--- config.mk ---
export PLATFORM = sky130hd
export DESIGN_NAME = alu_operand_b_stage
export DESIGN_NICKNAME = d
export VERILOG_FILES = /design/src/rtl/alu_operand_b_stage.sv
export SDC_FILE = /design/constraint.sdc
export NUM_CORES = 1
export LEC_CHECK = 0
export CAP_MARGIN = 5
export CORE_AREA = 2 2 70 72
export CTS_BUF_LIST = sky130_fd_sc_hd__clkbuf_4 sky130_fd_sc_hd__clkbuf_8 sky130_fd_sc_hd__clkbuf_16
export DETAILED_ROUTE_END_ITERATION = 6
export DIE_AREA = 0 0 72 74
export HOLD_SLACK_MARGIN = 0.15
export PLACE_DENSITY = 0.84
export REMOVE_ABC_BUFFERS = 1
export SLEW_MARGIN = 20
export SYNTH_ARGS = -nofsm -noshare
export SYNTH_HDL_FRONTEND = slang
export SYNTH_SLANG_ARGS = --single-unit
--- constraint.sdc ---
create_clock -name clk -period 3.65 [get_ports clk]
set_input_delay 0.365 -clock clk [delete_from_list [all_inputs] [get_ports clk]]
set_output_delay 0.365 -clock clk [all_outputs]
set_load 0.05 [all_outputs]
--- src/rtl/alu_operand_b_stage.sv ---
// Registered ALU operand-B select with a valid/ready output register.
// Define ALU_OPERAND_B_SKID_EN to add a one-entry skid buffer and register in_ready.
module alu_operand_b_stage #(
    parameter int WIDTH     = 32,
    parameter int IMM_WIDTH = 16,
    parameter int CONST_VAL = 4,
    parameter int SHAMT     = 2
) (
    input  logic                 clk,
    input  logic                 reset,
    input  logic                 in_valid,
    output logic                 in_ready,
    input  logic [2:0]           sel,
    input  logic [WIDTH-1:0]     reg_b,
    input  logic [IMM_WIDTH-1:0] imm,
    output logic                 out_valid,
    input  logic                 out_ready,
    output logic [WIDTH-1:0]     out_data,
    output logic                 err,
    input  logic                 clear_err
);

    // Modes 110/111 are illegal and yield a zero operand.
    function automatic logic [WIDTH-1:0] form_operand(
        input logic [2:0]           s,
        input logic [WIDTH-1:0]     rb,
        input logic [IMM_WIDTH-1:0] im
    );
        logic signed [WIDTH-1:0] sext;
        logic        [WIDTH-1:0] zext;
        sext = {{(WIDTH-IMM_WIDTH){im[IMM_WIDTH-1]}}, im};
        zext = {{(WIDTH-IMM_WIDTH){1'b0}}, im};
        case (s)
            3'b000:  form_operand = rb;
            3'b001:  form_operand = WIDTH'(CONST_VAL);
            3'b010:  form_operand = $unsigned(sext);
            3'b011:  form_operand = $unsigned(sext <<< SHAMT);
            3'b100:  form_operand = zext;
            3'b101:  form_operand = zext << 16;
            default: form_operand = '0;
        endcase
    endfunction

    logic             out_valid_q, out_valid_d;
    logic [WIDTH-1:0] out_data_q, out_data_d;
    logic             err_q, err_d;
    logic             accept, transfer, illegal;
    logic [WIDTH-1:0] operand;

    assign operand  = form_operand(sel, reg_b, imm);
    assign illegal  = (sel[2:1] == 2'b11);
    assign accept   = in_valid && in_ready;
    assign transfer = out_valid_q && out_ready;

`ifdef ALU_OPERAND_B_SKID_EN
    logic             skid_full_q, skid_full_d;
    logic [WIDTH-1:0] skid_data_q, skid_data_d;

    // in_ready comes straight from a flop, so out_ready never reaches it.
    assign in_ready = !skid_full_q;

    always_comb begin
        out_valid_d = out_valid_q;
        out_data_d  = out_data_q;
        skid_full_d = skid_full_q;
        skid_data_d = skid_data_q;
        if (!out_valid_q) begin
            if (accept) begin
                out_valid_d = 1'b1;
                out_data_d  = operand;
            end
        end else if (out_ready) begin
            if (skid_full_q) begin
                out_data_d  = skid_data_q;
                skid_full_d = accept;
                if (accept) skid_data_d = operand;
            end else if (accept) begin
                out_data_d  = operand;
            end else begin
                out_valid_d = 1'b0;
            end
        end else if (accept) begin
            skid_full_d = 1'b1;
            skid_data_d = operand;
        end
    end

    always_ff @(posedge clk or posedge reset) begin
        if (reset) skid_full_q <= 1'b0;
        else       skid_full_q <= skid_full_d;
    end

    always_ff @(posedge clk) begin
        skid_data_q <= skid_data_d;
    end
`else
    assign in_ready = !out_valid_q || out_ready;

    always_comb begin
        out_valid_d = out_valid_q;
        out_data_d  = out_data_q;
        if (accept) begin
            out_valid_d = 1'b1;
            out_data_d  = operand;
        end else if (transfer) begin
            out_valid_d = 1'b0;
        end
    end
`endif

    // Sticky error: a new illegal accept wins over a simultaneous clear.
    always_comb begin
        err_d = err_q;
        if (accept && illegal) err_d = 1'b1;
        else if (clear_err)    err_d = 1'b0;
    end

    always_ff @(posedge clk or posedge reset) begin
        if (reset) begin
            out_valid_q <= 1'b0;
            out_data_q  <= '0;
            err_q       <= 1'b0;
        end else begin
            out_valid_q <= out_valid_d;
            out_data_q  <= out_data_d;
            err_q       <= err_d;
        end
    end

    assign out_valid = out_valid_q;
    assign out_data  = out_data_q;
    assign err       = err_q;

endmodule

### Word level (Yosys, flattened, before mapping)

Cells that the tools add are included.

* output and inout bits: 35
* register bits: 34
* RAM bits: 0
* memories: 0
* logic and storage cells: 22
* bits in latches: 0
* input bits: 56
* bits in read-only memories: 0

* div/mod/pow operators: 0
* $add $sub $neg: 0
* multiplexer cells: 5
* equality and inequality tests: 6
* shift operators: 0
* magnitude comparators: 0
* reductions and logical operators: 8
* multipliers: 0
* bitwise operators: 0

Operator list (count)
* one-hot mux 32 bit (6 select lines): 1
* == test 3 x 2 -> 1 bit (second input constant): 2
* == test 3 bit (second input constant): 2
* two-way mux 1 bit: 4
* nonzero test 2 bit: 2
* == test 3 x 1 -> 1 bit (second input constant): 1
* logical AND 1 bit: 3
* zero test 3 bit: 1
* == test 2 bit (second input constant): 1
* zero test 1 bit: 1
* logical OR 1 bit: 1

### Logic depth before layout (Yosys ltp)

Gate-level depths: netlist of run 1.

* depth after elaboration: 5
* depth in mapped cells: 6
* gate-level depth less buffers: 4

### Worst setup path after synthesis of run 1

Ideal clock, no wire load.

* path kind: register -> register
* from: register out_valid_q, in the netlist out_valid
* to: register out_data_q[3], in the netlist out_data[3]
* path buffers: 2
* period minus slack after synthesis: 2.040 ns
* setup time: 0.132 ns
* arrival time: 1.908 ns
* path slack: 1.610 ns
* required time: 3.518 ns
* cell stages (with the launch flop): 6
* cell sequence: dfrtp_1 -> nand2b_1 -> nand2_1 -> buf_2 -> clkbuf_1 -> o21ai_1

* longest elaborated chain between the ends: 3

RTL lines
* from (decl): RTL line 44 `logic out_valid_q, out_valid_d;`
* from (signal assigned): RTL line 124 `out_valid_q <= out_valid_d;`
* zero test 1 bit: RTL line 97 `assign in_ready = !out_valid_q || out_ready;`
* logical OR 1 bit: RTL line 97
* net in_ready: RTL line 12 `output logic in_ready,`
* logical AND 1 bit: RTL line 52 `assign accept = in_valid && in_ready;`
* to (signal assigned): RTL line 125 `out_data_q <= out_data_d;`
* to (decl): RTL line 45 `logic [WIDTH-1:0] out_data_q, out_data_d;`

The timed path passes the listed nets, and every way through them passes these cells.
A chain may end at the register's enable or synchronous reset.

### Worst setup path after layout of run 1

* from: input sel[1]
* to: register out_data_q[25], in the netlist out_data[25]

* longest elaborated chain between the ends: 2
* elaborated cells on any way between the ends: 7
* classes of those cells: 5 x eq/ne; 1 x mux; 1 x reduce/logical

RTL lines
* from (decl): RTL line 13 `input logic [2:0] sel,`
* == test 3 bit (tied with other cells): RTL line 33 `case (s)`
* one-hot mux 32 bit (6 select lines) (*): RTL line 33

Mark *: on every way between the ends. The rest lies on a longest branch, timed or not.

==> results.sh, run 1 <==
export IMPL_final_max_slew_viol_count=0
export IMPL_status="finished, final reports clean"
export IMPL_global_route_overflow_total=0
export IMPL_layout_worst_path_cycle_share_pct=64.3
export IMPL_die_outline_area_mm2=0.00533
export IMPL_placedCellCount=353
export IMPL_final_min_clock_period_ns=2.35
export IMPL_num_antenna_cells=0
export IMPL_crit_fanout=23
export IMPL_via_count=2061
export IMPL_fmaxAchievable_ghz=0.426
export IMPL_antenna_violations_before_repair=0
export IMPL_maxSlewHeadroom_pct=27.2
export IMPL_fillCellCount=419
export IMPL_worst_path_cell_trace="clkdlybuf4s50_1 -> nor2_1 -> a221o_1"
export IMPL_power_ir_vdd_worst_mv=0.187
export IMPL_initialDrtViolationCount=137
export IMPL_overall_routing_resource_usage_pct=24.3
export IMPL_core_area_mm2=0.00460
export IMPL_viasPerCell=5.71
export IMPL_cts_buffers_inserted=5
export IMPL_total_nets_final=362
export IMPL_layout_drive_gt1_share_pct=5.21
export IMPL_grt_start_max_net_pins=49
export IMPL_io_buffers=90
export IMPL_max_slew_worst_pin_slew_ns=1.09
export IMPL_synth_distinct_cells=28
export IMPL_cpPeakStageDelay_ns=1.04
export IMPL_post_cts_hold_buffer_count=0
export IMPL_gp_congestion=0.884
export IMPL_io_pins=91
export IMPL_min_path_type="primary input to asynchronous set/reset pin"
export IMPL_floorplan_rows=25
export IMPL_timing_reg2reg_setup_slack_ns=1.85
export IMPL_worstReg2RegStart="out_valid$_DFFE_PP0P_"
export IMPL_total_leakage_power_nw=1.27
export IMPL_synth_seq_cells=34
export IMPL_die_span_in_y_um=74
export IMPL_finalHoldViolations=0
export IMPL_cts_repair_resize_count=0
export IMPL_area_growth_pct=49.5
export IMPL_final_setup_violation_count=0
export IMPL_initial_core_util_pct=43.4
export IMPL_wl_per_cell_um=17.0
export IMPL_tns_ns=0
export IMPL_path_clk_slew_ns=0.08
export IMPL_clock_latency_ns=0.30
export IMPL_slowest_stage="nor2_1"
export IMPL_clock_tree_from_tritoncts="done"
export IMPL_grt_first_pass_wirelength_um=9940
export IMPL_htree_levels=2
export IMPL_totalPowerFinal_mw=1.23
export IMPL_drc=0
export IMPL_data_arrival_at_the_endpoint_of_the_critical_path_ns=2.57
export IMPL_drv_max_cap_violation_count=0
export IMPL_detailedPlacementHpwl_um=4150
export IMPL_crit_path_end="out_data[25]$_DFFE_PP0P_"
export IMPL_power_per_cell_area_mw_per_mm2=412
export IMPL_synth_cell_area_mm2=0.00200
export IMPL_setup_worst_path_start="sel[1]"
export IMPL_clock_sink_count=34
export IMPL_reg2reg_to="out_data[25]$_DFFE_PP0P_"
export IMPL_timing_clock_skew_ns=0.00752
export IMPL_timing_critical_path_required_ns=3.88
export IMPL_post_cts_repair_setup_buffers=0
export IMPL_netlist_instances=226
export IMPL_grt_setup_unrepaired="false"
export IMPL_detailedRoute_firstPassIterationCount=4
export IMPL_clock_root_buffer="clkbuf_8"
export IMPL_setup_worst_path_start_class="primary input"
export IMPL_die_width_um=72
export IMPL_synth_warning_count=0
export IMPL_timing_reg2reg_worst_path_depth=4
export IMPL_cts_root_to_sink_buffers=2
export IMPL_grt_pass1_vias=2058
export IMPL_detail_route_antenna_nets=0
export IMPL_syn_avg_cell_area_um2=8.83
export IMPL_final_cells=361
export IMPL_synth_sequential_area_ratio_pct=42.6
export IMPL_worstSetupPathType="primary input to register"
export IMPL_cp_end_kind="register"
export IMPL_finalWirelength_um=6120
## worst max-delay path: cells and delay by family
kind | cells | cell delay, ns
compound gates | 1 | 0.29
simple gates | 1 | 1.04
buf+inv | 1 | 0.86
## power by group
part | switching [mW] | total, mW | internal, mW | leakage, nW
clock network | 0.147 | 0.307 | 0.160 | 0.0517
registers | 0.0284 | 0.451 | 0.422 | 0.443
logic | 0.285 | 0.472 | 0.187 | 0.777
## metal layers
layer | vias up | GRT usage (%) | share of wire, %
li1 | 982 | - | -
met1 | 962 | 31.2 | 42
met2 | 103 | 39.8 | 48
met3 | 14 | 6.64 | 7.5
met4 | 0 | 8.60 | 1.7
met5 | - | 0 | 0
## cells in the mapped netlist
cell	count	area share, %
a211oi_1	14	5.3
a21oi_1	1	0.25
a221o_1	15	7.5
a22o_1	16	7.0
a22oi_1	2	0.75
a2bb2oi_1	1	0.44
and2_1	1	0.31
buf_1	2	0.38
buf_2	12	3.0
buf_6	2	1.1
clkbuf_1	6	1.1
dfrtp_1	34	43
inv_1	15	2.8
mux2_2	1	0.56
mux2i_1	3	1.5
nand2_1	33	6.2
nand2b_1	2	0.63
nand3_1	2	0.50
nor2_1	16	3.0
nor2_2	2	0.63
nor2b_1	1	0.31
nor3_1	1	0.25
nor4b_1	12	5.3
o21ai_0	19	4.8
o21ai_1	10	2.5
o22ai_1	1	0.31
or3b_1	1	0.44
xor2_1	1	0.44
## kinds of logic after synthesis
group / Yosys count / synth area share (%)
compound gates: 79 / 28.8
xor+xnor: 1 / 0.439
simple gates: 71 / 17.6
mux: 4 / 2.07
flops: 34 / 42.6
buf+inv: 37 / 8.46
## area by class of cell
class	count	area (um^2)	share of cell area, %
clock inverters	1	5.00	0.168
clock buffers	7	90.1	3.02
multi-input cells	155	976	32.7
repair buffers	95	938	31.4
flip-flops and latches	34	851	28.5
inverters	15	56.3	1.89
well taps	54	67.6	2.26
## registers in the layout, indices dropped and copies added, names as in the netlist
register   cells
out_valid      1
err            1
out_data      32
## cells in the final DEF (no fill, tap or decap)
cell / instances
clkdlybuf4s50_1: 90
dfrtp_1: 34
nand2_1: 33
o21ai_0: 19
nor2_1: 16
a22o_1: 16
a221o_1: 15
inv_1: 15
a211oi_1: 14
nor4b_1: 12
o21ai_1: 10
clkbuf_8: 6
buf_4: 5
mux2i_1: 3
nand2b_1: 2
nor2_2: 2
a22oi_1: 2
nand3_1: 2
and2_1: 1
nor2b_1: 1
or3b_1: 1
nor3_1: 1
a21oi_1: 1
xor2_1: 1
mux2_2: 1
a2bb2oi_1: 1
o22ai_1: 1
clkinv_2: 1
clkbuf_4: 1
## stage by stage
step           hold WS (ns)  util [%]  cell area [um^2]  setup slack (ns)
2_1_floorplan         0.473         -              1880             0.730
3_3_place_gp          0.468      62.8              2890              1.19
3_5_place_dp          0.471      62.8              2890              1.07
4_1_cts               0.488      64.9              2980              1.36
5_1_grt               0.527      64.9              2980              1.27
6_report              0.478      64.9              2980              1.30
## worst min-delay path by stage
stage | startpoint | end | cells after the start
2_1_floorplan | in_valid | out_valid$_DFFE_PP0P_ | 1
3_3_place_gp | out_data[14]$_DFFE_PP0P_ | out_data[14]$_DFFE_PP0P_ | 2
3_5_place_dp | out_data[15]$_DFFE_PP0P_ | out_data[15]$_DFFE_PP0P_ | 2
4_1_cts | reset | out_data[25]$_DFFE_PP0P_ | 3
5_1_grt | out_data[6]$_DFFE_PP0P_ | out_data[6]$_DFFE_PP0P_ | 2
6_report | reset | out_data[15]$_DFFE_PP0P_ | 3
No activity file was read; power rests on OpenSTA's default activity.
==> run 2: changes to the inputs <==
--- a/config.mk
+++ b/config.mk
@@ -6,12 +6,12 @@
 export NUM_CORES = 1
 export LEC_CHECK = 0
 export CAP_MARGIN = 5
-export CORE_AREA = 2 2 70 72
+export CORE_AREA = 2 2 72 74
 export CTS_BUF_LIST = sky130_fd_sc_hd__clkbuf_4 sky130_fd_sc_hd__clkbuf_8 sky130_fd_sc_hd__clkbuf_16
 export DETAILED_ROUTE_END_ITERATION = 6
-export DIE_AREA = 0 0 72 74
+export DIE_AREA = 0 0 74 76
 export HOLD_SLACK_MARGIN = 0.15
-export PLACE_DENSITY = 0.84
+export PLACE_DENSITY = 0.8
 export REMOVE_ABC_BUFFERS = 1
 export SLEW_MARGIN = 20
 export SYNTH_ARGS = -nofsm -noshare
==> constraint.sdc (replaced) <==
create_clock -name clk -period 2.3 [get_ports clk]
set_input_delay 0.23 -clock clk [delete_from_list [all_inputs] [get_ports clk]]
set_output_delay 0.23 -clock clk [all_outputs]
set_load 0.05 [all_outputs]
==> run 2 against run 1 <==
Hold slack worse by 0.14 ns. Register-to-register slack got worse by 1.4 ns. Power up 66%. Core utilization shrank 2.6 points.
==> results.sh, run 2 (synthesis results as in run 1) <==
export IMPL_status="finished, final reports clean"
export IMPL_path_clk_slew_ns=0.07
export IMPL_initial_core_util_pct=40.6
export IMPL_clock_sink_count=34
export IMPL_total_leakage_power_nw=1.30
export IMPL_grt_pass1_vias=2000
export IMPL_clock_root_buffer="clkbuf_8"
export IMPL_data_arrival_at_the_endpoint_of_the_critical_path_ns=1.65
export IMPL_maxSlewHeadroom_pct=28.2
export IMPL_io_buffers=90
export IMPL_layout_worst_path_cycle_share_pct=81.9
export IMPL_clock_latency_ns=0.29
export IMPL_min_path_type="primary input to asynchronous set/reset pin"
export IMPL_fillCellCount=441
export IMPL_final_setup_violation_count=0
export IMPL_detailedRoute_firstPassIterationCount=4
export IMPL_layout_cells_most_common="clkdlybuf4s50_1"
export IMPL_grt_first_pass_wirelength_um=9660
export IMPL_detailedPlacementHpwl_um=4280
export IMPL_timing_clock_skew_ns=0.00280
export IMPL_core_area_mm2=0.00491
export IMPL_crit_path_frequent_cell="clkdlybuf4s50_1"
export IMPL_drc=0
export IMPL_power_per_cell_area_mw_per_mm2=669
export IMPL_cpPeakStageDelay_ns=0.82
export IMPL_total_nets_final=367
export IMPL_floorplan_rows=26
export IMPL_cp_end_kind="output port"
export IMPL_slowest_stage="clkdlybuf4s50_1"
export IMPL_setup_worst_path_start_class="primary input"
export IMPL_die_outline_area_mm2=0.00562
export IMPL_timing_reg2reg_worst_path_depth=4
export IMPL_wl_per_cell_um=15.8
export IMPL_worst_path_cell_trace="clkdlybuf4s50_1 -> nand2b_1 -> clkdlybuf4s50_1"
export IMPL_overall_routing_resource_usage_pct=22.2
export IMPL_antenna_violations_before_repair=0
export IMPL_viasPerCell=5.35
export IMPL_crit_fanout=4
export IMPL_totalPowerFinal_mw=2.05
export IMPL_detail_route_antenna_nets=0
export IMPL_tns_ns=0
export IMPL_postLayoutCoreUtil_pct=62.3
export IMPL_via_count=2042
export IMPL_initialDrtViolationCount=149
export IMPL_die_width_um=74
export IMPL_fmaxAchievable_ghz=0.531
export IMPL_drv_max_cap_violation_count=0
export IMPL_finalWirelength_um=6050
export IMPL_io_pins=91
export IMPL_post_cts_repair_setup_buffers=0
export IMPL_final_max_slew_viol_count=0
export IMPL_timing_critical_path_required_ns=2.07
export IMPL_max_slew_worst_pin_slew_ns=1.07
export IMPL_cts_buffers_inserted=5
export IMPL_finalHoldViolations=0
export IMPL_final_min_clock_period_ns=1.88
export IMPL_placedCellCount=374
export IMPL_power_ir_vdd_worst_mv=0.308
export IMPL_largest_register_ff_count=32
export IMPL_final_cells=382
export IMPL_gp_congestion=0.796
export IMPL_worstSetupPathType="primary input to output port"
export IMPL_post_cts_hold_buffer_count=0
export IMPL_grt_setup_unrepaired="false"
export IMPL_layout_drive_gt1_share_pct=6.73
export IMPL_global_route_overflow_total=0
export IMPL_die_span_in_y_um=76
export IMPL_most_common_layout_cells="90 x clkdlybuf4s50_1, 34 x dfrtp_1, 33 x nand2_1, 19 x o21ai_0"
export IMPL_area_growth_pct=53.4
export IMPL_htree_levels=2
export IMPL_cts_repair_resize_count=0
export IMPL_grt_start_max_net_pins=35
export IMPL_clock_tree_from_tritoncts="done"
export IMPL_num_antenna_cells=0
export IMPL_cts_root_to_sink_buffers=2
-- run 2: area by class of cell --
cell class | count | area, um^2 | area share, %
well taps | 70 | 87.6 | 2.86
clock inverters | 1 | 30.0 | 0.981
flip-flops and latches | 34 | 851 | 27.8
multi-input cells | 155 | 976 | 31.9
repair buffers | 100 | 976 | 31.9
inverters | 15 | 56.3 | 1.84
clock buffers | 7 | 83.8 | 2.74
-- run 2: worst max-delay path, delay by kind of cell --
kind                   cells  cell delay [ns]
and+or+nand+nor            1             0.16
buffers and inverters      2             1.27
-- run 2: power breakdown --
part           internal [mW]  switching [mW]  total, mW
Clock                  0.348           0.228      0.576
Combinational          0.303           0.453      0.757
Sequential             0.670          0.0443      0.714
Total                   1.32           0.726       2.05
-- run 2: per-layer routing --
metal | global-route usage (%) | share of wire (%)
met2 | 33.8 | 45
met1 | 30.3 | 46
met5 | 0 | 0
met3 | 7.14 | 8.3
met4 | 6.18 | 1.3
-- run 2: path summary, 6_finish.rpt --
check | slack [ns] | startpoint | end
worst min-delay path | 0.34 | reset | out_data[11]$_DFFE_PP0P_
worst max register to register | 0.47 | out_valid$_DFFE_PP0P_ | out_data[28]$_DFFE_PP0P_
min in group clk | 0.49 | out_data[13]$_DFFE_PP0P_ | out_data[13]$_DFFE_PP0P_
max in group asynchronous | 1.64 | reset | out_data[3]$_DFFE_PP0P_
worst min register to register | 0.49 | out_data[13]$_DFFE_PP0P_ | out_data[13]$_DFFE_PP0P_
worst max-delay path | 0.42 | out_ready | in_ready
-- run 2: stage by stage --
step | hold slack, ns | cell area, um^2 | worst slack [ns]
finish | 0.342 | 3060 | 0.416
global route | 0.397 | 3060 | 0.321
CTS | 0.360 | 3060 | 0.412
detailed placement | 0.472 | 2950 | 0.167
global placement | 0.465 | 2950 | 0.207
floorplan | 0.338 | 1880 | -0.620
